<file path="src/rtl/frv_pipe_ctrl_pkg.sv">
// Shared types and helpers for the pipeline flush controller.
package frv_pipe_ctrl_pkg;

    localparam int unsigned MASK_W = 32;

    typedef enum logic [1:0] {
        IDLE     = 2'd0,
        REDIRECT = 2'd1,
        DRAIN    = 2'd2
    } state_e;

    typedef enum logic [1:0] {
        TRAP   = 2'd0,
        BRANCH = 2'd1,
        FENCEI = 2'd2
    } cause_e;

    // Flush mask covering the stage registers younger than ex_stage.
    function automatic logic [MASK_W-1:0] young_mask(input int unsigned nstages,
                                                     input int unsigned ex_stage);
        logic [MASK_W-1:0] m;
        m = '0;
        for (int unsigned i = 0; i < MASK_W; i++) begin
            if ((i < ex_stage) && (i < nstages)) begin
                m[i] = 1'b1;
            end
        end
        return m;
    endfunction

endpackage

</file>
<file path="src/rtl/frv_pipeline_flush_ctrl.sv">
// Pipeline flush sequencer: turns trap/branch/fence.i requests into per-stage
// flush strobes, a held fetch redirect and a fence.i drain handshake.
// Optional FRV_FLUSH_COUNT_EN adds a free-running count of flush cycles on
// flush_count; without it the port is tied to zero.
module frv_pipeline_flush_ctrl
    import frv_pipe_ctrl_pkg::*;
#(
    parameter int unsigned NSTAGES  = 5,
    parameter int unsigned EX_STAGE = 2,
    parameter int unsigned XLEN     = 32
) (
    input  logic               g_clk,
    input  logic               g_reset,
    input  logic [NSTAGES-1:0] s_valid,
    input  logic               trap_req,
    input  logic [XLEN-1:0]    trap_addr,
    input  logic               branch_req,
    input  logic [XLEN-1:0]    branch_addr,
    input  logic               fencei_req,
    input  logic [XLEN-1:0]    fencei_addr,
    output logic [NSTAGES-1:0] flush,
    output logic               hold,
    output logic               redir_valid,
    output logic [XLEN-1:0]    redir_addr,
    input  logic               redir_ack,
    output logic               fencei_done,
    output logic [31:0]        flush_count
);

    localparam int unsigned       CNT_W      = 32;
    localparam logic [MASK_W-1:0] YOUNG_FULL = young_mask(NSTAGES, EX_STAGE);
    localparam logic [NSTAGES-1:0] YOUNG_MASK = YOUNG_FULL[NSTAGES-1:0];
    localparam logic [NSTAGES-1:0] ALL_MASK   = '1;

    state_e             state_q, state_d;
    logic [NSTAGES-1:0] flush_q, flush_d;
    logic               hold_q, hold_d;
    logic               redir_valid_q, redir_valid_d;
    logic [XLEN-1:0]    redir_addr_q, redir_addr_d;
    logic               fencei_done_q, fencei_done_d;

    cause_e             req_cause_c;
    logic               req_any_c;
    logic               drained_c;
    logic               unused_s_valid;

    // Only stages older than EX_STAGE matter for the fence.i drain.
    assign drained_c      = (s_valid[NSTAGES-1:EX_STAGE+1] == '0);
    assign unused_s_valid = ^s_valid[EX_STAGE:0];

    // Request arbitration: trap > branch > fence.i.
    always_comb begin
        req_any_c   = trap_req | branch_req | fencei_req;
        req_cause_c = FENCEI;
        if (trap_req) begin
            req_cause_c = TRAP;
        end else if (branch_req) begin
            req_cause_c = BRANCH;
        end
    end

    // Next-state and registered-output decode.
    always_comb begin
        state_d       = state_q;
        flush_d       = '0;
        redir_addr_d  = redir_addr_q;
        fencei_done_d = 1'b0;

        case (state_q)
            IDLE: begin
                if (req_any_c) begin
                    case (req_cause_c)
                        TRAP: begin
                            state_d      = REDIRECT;
                            flush_d      = ALL_MASK;
                            redir_addr_d = trap_addr;
                        end
                        BRANCH: begin
                            state_d      = REDIRECT;
                            flush_d      = YOUNG_MASK;
                            redir_addr_d = branch_addr;
                        end
                        default: begin
                            state_d      = DRAIN;
                            flush_d      = YOUNG_MASK;
                            redir_addr_d = fencei_addr;
                        end
                    endcase
                end
            end
            REDIRECT: begin
                // An older faulting instruction re-targets the redirect, even over an ack.
                if (trap_req) begin
                    flush_d      = ALL_MASK;
                    redir_addr_d = trap_addr;
                end else if (redir_ack && redir_valid_q) begin
                    state_d = IDLE;
                end
            end
            DRAIN: begin
                if (trap_req) begin
                    state_d      = REDIRECT;
                    flush_d      = ALL_MASK;
                    redir_addr_d = trap_addr;
                end else if (drained_c) begin
                    state_d       = REDIRECT;
                    fencei_done_d = 1'b1;
                end
            end
            default: begin
                state_d = IDLE;
            end
        endcase

        redir_valid_d = (state_d == REDIRECT);
        hold_d        = (state_d != IDLE) || (flush_d != '0);
    end

    // State and output registers.
    always_ff @(posedge g_clk) begin
        if (g_reset) begin
            state_q       <= IDLE;
            flush_q       <= '0;
            hold_q        <= 1'b0;
            redir_valid_q <= 1'b0;
            redir_addr_q  <= '0;
            fencei_done_q <= 1'b0;
        end else begin
            state_q       <= state_d;
            flush_q       <= flush_d;
            hold_q        <= hold_d;
            redir_valid_q <= redir_valid_d;
            redir_addr_q  <= redir_addr_d;
            fencei_done_q <= fencei_done_d;
        end
    end

    assign flush       = flush_q;
    assign hold        = hold_q;
    assign redir_valid = redir_valid_q;
    assign redir_addr  = redir_addr_q;
    assign fencei_done = fencei_done_q;

    generate
        if (1) begin : g_flush_cnt
`ifdef FRV_FLUSH_COUNT_EN
            logic [CNT_W-1:0] count_q;

            // Count cycles in which any flush strobe is driven; wraps naturally.
            always_ff @(posedge g_clk) begin
                if (g_reset) begin
                    count_q <= '0;
                end else if (flush_q != '0) begin
                    count_q <= count_q + CNT_W'(1);
                end
            end

            assign flush_count = count_q;
`else
            assign flush_count = CNT_W'(0);
`endif
        end
    endgenerate

endmodule

</file>
<file path="config.mk">
export PLATFORM = sky130hd
export DESIGN_NAME = frv_pipeline_flush_ctrl
export DESIGN_NICKNAME = d
export VERILOG_FILES = /design/src/rtl/frv_pipe_ctrl_pkg.sv /design/src/rtl/frv_pipeline_flush_ctrl.sv
export SDC_FILE = /design/constraint.sdc
export NUM_CORES = 1
export LEC_CHECK = 0
export CAP_MARGIN = 10
export CELL_PAD_IN_SITES_DETAIL_PLACEMENT = 1
export CELL_PAD_IN_SITES_GLOBAL_PLACEMENT = 2
export CORE_MARGIN = 1
export CORE_UTILIZATION = 32
export CTS_BUF_LIST = sky130_fd_sc_hd__clkbuf_16
export DETAILED_ROUTE_END_ITERATION = 8
export DONT_BUFFER_PORTS = 1
export MAX_ROUTING_LAYER = met4
export PLACE_DENSITY = 0.81
export SETUP_SLACK_MARGIN = 0.1
export SKIP_CTS_REPAIR_TIMING = 1
export SYNTH_ARGS = -nofsm -noshare
export SYNTH_HDL_FRONTEND = slang
export SYNTH_SLANG_ARGS = --single-unit
</file>
<file path="constraint.sdc">
create_clock -name g_clk -period 4.53 [get_ports g_clk]
set_clock_uncertainty 0.1 [all_clocks]
set_input_delay 0.2265 -clock g_clk [delete_from_list [all_inputs] [get_ports g_clk]]
set_output_delay 0.2265 -clock g_clk [all_outputs]
set_load 0.01 [all_outputs]
</file>
; ---- Word-level counts from Yosys, hierarchy flattened
; Cells that the tools add are included.
[classes]
addsub = 0
multipliers = 0
n_div = 0
order_cmp = 0
eq_ne = 6
shift = 0
n_mux = 18
n_bitwise = 3
n_reduce_logical = 12
[op_table]
columns = operator, n
row1 = 32-bit one-hot mux with 2 select lines, 2
row2 = 32-bit 2-to-1 mux, 2
row3 = 2-bit 2-to-1 mux, 8
row4 = 5-bit 2-to-1 mux, 3
row5 = 5-bit one-hot mux with 2 select lines, 1
row6 = 2-bit by 1-bit == test with 1-bit output (second input constant), 3
row7 = 2-bit zero test, 3
row8 = 2-bit one-hot mux with 3 select lines, 1
row9 = 5-bit nonzero test, 1
row10 = 2-bit nonzero test, 2
row11 = 2-bit OR reduction, 2
row12 = 3-bit AND reduction, 1
row13 = 3-bit OR reduction, 1
row14 = 2-bit == test (second input constant), 1
row15 = 2-bit by 1-bit != test with 1-bit output (second input constant), 1
row16 = 2-bit != test (second input constant), 1
row17 = 1-bit bitwise OR, 2
row18 = 1-bit logical AND, 1
row19 = 1-bit logical OR, 1
row20 = 1-bit 2-to-1 mux, 1
row21 = 1-bit NOT, 1
[word_totals]
register_bits = 42
latch_bits = 0
mem_bits_rw = 0
romBits = 0
out_inout_bits = 72
word_cells = 45
mem_count = 0

; ---- Depth between registers and ports, before layout
[depth]
depth_word = 9
mapped_depth = 7
ltp_nobuf = 6

; ---- Worst setup path after synthesis
; OpenSTA, ideal clock, no wires.
[synth_timing]
path_kind = register to register
start = register state_q[0]
end = register redir_addr_q[0] (netlist: redir_addr[0])
setup_time_ns = 0.070
arrival_ns = 1.644
required_ns = 4.360
path_slack_ns = 2.715
stages_incl_launch_ff = 7
n_path_buf = 1
period_less_slack_ns = 1.815
cell_sequence = dfxtp_1 > inv_1 > ha_1 > nor2_1 > clkbuf_1 > o211ai_1 > a21oi_1
[synth_via]
elab_chain_len = 4
elab_cells_between_ends = 9
[synth_rtl]
columns = item, line_no
row1 = from (decl), frv_pipeline_flush_ctrl.sv:35  ; state_e state_q, state_d;
row2 = from (signal assigned), frv_pipeline_flush_ctrl.sv:129  ; state_q <= state_d;
row3 = 2-bit == test / 2-bit by 1-bit == test with 1-bit output (equally long branches), frv_pipeline_flush_ctrl.sv:69  ; case (state_q)
row4 = 2-bit OR reduction (no source line), -
row5 = 2-bit by 1-bit != test with 1-bit output (no source line) / 2-bit nonzero test (equally long branches), -
row6 = 3-bit AND reduction (no source line), -
row7 = to (signal assigned), frv_pipeline_flush_ctrl.sv:133  ; redir_addr_q <= redir_addr_d;
row8 = to (decl), frv_pipeline_flush_ctrl.sv:39  ; logic [XLEN-1:0] redir_addr_q, redir_addr_d;
; Several ways; a longest one is shown, not always the timed one.
; A chain may end at the register's enable or synchronous reset.

; ---- Worst setup path after layout
[layout_timing]
start = register state_q[0]
end = register redir_addr_q[11] (netlist: redir_addr[11])
; The elaborated chain is that of the path after synthesis.

==> flow_metrics.tcl <==
set metrics [dict create \
    status "finished, final reports clean" \
    track_usage 0.141 \
    synth_cell_types 28 \
    r2r_setup_slack_ps 2160 \
    start_kind "register" \
    setup_ws_ps 2160 \
    drt_iter0_drc 47 \
    cellPowerDensity_nw_per_um2 382 \
    dr.pass1.iters 4 \
    async_flop_share 0 \
    synth_ff_type "dfxtp_1" \
    dp_hpwl_um 4000 \
    r2r_start "state_q[0]" \
    synth_warnings 0 \
    synth_edf_count 0 \
    wl_per_cell_um 15.1 \
    synth_seq_cells 39 \
    min_period_over_period 0.524 \
    via_count 1893 \
    num_rows 31 \
    setup_violations 0 \
    cts_tree "done" \
    synth_top_cell_by_area "dfxtp_1" \
    max-vdd-ir-drop_uv 132 \
    post-place-ws_ps 2120 \
    netlist.area_leader.share 0.328 \
    clockRootBuffer "clkbuf_16" \
    fmaxAchievable_mhz 421 \
    endpoint_kind "register" \
    whs_ps 21.2 \
    min_period_ps 2370 \
    initial_utilization 0.330 \
    coreArea_um2 7210 \
    fin_tns_setup_ps 0 \
    io_buffers 0 \
    die_h_um 88.2 \
    ant_nets 0 \
    num-nets-final 389 \
    die-area_um2 7780 \
    worstHoldStart "g_reset" \
    grt_first_pass_wirelength_um 8260 \
    gp_congestion 0.839 \
    grt_start_max_net_pins 38 \
    clockBufferDepth 2 \
    path_clk_slew_ps 60 \
    synth_commonest_cells "66 x nand2_1, 39 x dfxtp_1, 36 x buf_4, 34 x a21oi_1" \
    routed_wl_um 5710 \
    cap_violations 0 \
    max_stage_delay_ps 700 \
    worstHoldPathType "input pin to register" \
    h-tree-depth 2 \
    cp_cell_sequence "inv_1 > ha_1 > a221oi_4 > buf_4 > o211ai_1 > a21oi_1" \
    worstPathMaxFanout 17 \
    min_to "hold" \
    grt_pass1_vias 1762 \
    avgSynthCellArea_um2 8.17 \
    critPathSlowestCell "a221oi_4" \
    io_pins 179 \
    netlist_instances 291 \
    post-synth-top-count-cell "nand2_1" \
    finish.utilization 0.337 \
    dp.cells 368 \
    hold_violations 0 \
    slew_viol_final 0 \
    leakage_nw 0.981 \
    cts-buffers-inserted 5 \
    grt_overflow 0 \
    required_ps 4640 \
    yosys-top-cells-area "dfxtp_1 33%, mux2i_1 13%, buf_4 11%, nand2_1 10%, o211ai_1 10%" \
    max_slew.worst_pin.slew_ps 734 \
    vias_per_cell 5.01 \
    numClockSinks 39 \
    r2r_end "redir_addr[11]" \
    die_width_um 88.2 \
    drive_above_1_share 0.0538 \
    rsz0062_at_grt "false" \
    criticalPathCategory "register to register" \
    rr_worst_depth 6 \
    maxSlewHeadroom 0.510 \
    antenna_found_initial 0 \
    antenna_cells 0 \
    fin_cells 378 \
    arrival_ps 2490 \
    clk_latency_ps 270 \
    synth_area_um2 2380 \
    ys_seq_area_frac 0.328 \
    post-route-drc-count 0 \
    area_growth_pct 2.32 \
    holdPathStages 2 \
]
layer usage:
layer	vias to the layer above	global-route usage	share of wire
met5	-	-	0
met4	0	0.0352	0.0089
met3	4	0.0462	0.10
met2	102	0.241	0.48
met1	865	0.157	0.41
li1	922	-	-
cell type report:
class	count	area [um^2]
timing repair buffer	4	45.0
clock inverter	3	12.5
tap	99	124
sequential	39	781
inverter	5	18.8
multi-input combinational	223	1330
clock buffer	5	125
fill	884	4780
placed cells by master (no fill, tap or decap), drive strengths merged:
cell,Yosys,routed
a31oi,2,2
a221o,1,1
o21ai,2,2
a221oi,1,1
nor2b,1,1
ha,4,4
clkinv,0,1
inv,5,7
clkbuf,7,5
and2,2,2
or3,1,1
buf,48,3
nor3b,1,1
or2,1,1
nand3b,1,1
nor3,3,3
nand2,66,66
dlygate4sd3,0,1
mux2i,32,32
nor2,2,2
and3,1,1
o31a,2,2
o211ai,32,32
nor4,2,2
conb,1,32
a21oi,34,34
dfxtp,39,39
state kept, by name, indices dropped and copies added, names as in the netlist:
name and flops:
flush 2, fencei_done 1, redir_valid 1, redir_addr 32, hold 1, state_q 2
worst max-delay path by stage:
stage                    start        endpoint  slack [ps]  depth (start not counted)
floorplan           state_q[0]   redir_addr[0]        2720                          6
global placement    state_q[0]  redir_addr[11]        2120                          6
detailed placement  state_q[0]  redir_addr[11]        2120                          6
CTS                 state_q[0]  redir_addr[11]        2100                          6
global route        state_q[0]  redir_addr[11]        1930                          7
finish              state_q[0]  redir_addr[11]        2160                          6
metrics by stage:
step                instance area (um^2)  total power (W)
global route                        2430         0.000990
finish                              2430         0.000930
global placement                    2260         0.000600
CTS                                 2400         0.000942
detailed placement                  2260         0.000603
floorplan                           2490         0.000610
cell families after synthesis:
family / after synthesis / share of synthesized area
AO/OA/AOI/OAI: 74 / 0.205
multiplexers: 32 / 0.135
AND/OR/NAND/NOR: 81 / 0.143
flip-flops: 39 / 0.328
buffers and inverters: 60 / 0.166
adder cells (fa/ha/maj): 4 / 0.0211
other: 1 / 0.00158
power breakdown:
| part | switching (W) | internal, W |
|---|---|---|
| Clock | 0.000131 | 0.000199 |
| Sequential | 0.0000455 | 0.000383 |
| Combinational | 0.000102 | 0.0000694 |
critical path, delay by kind of cell (launching register included):
kind            cells  cell delay (ps)
buf+inv             2              450
compound gates      3              970
fa+ha+maj           1              400
flops               1              380
No activity file was read; power rests on OpenSTA's default activity.
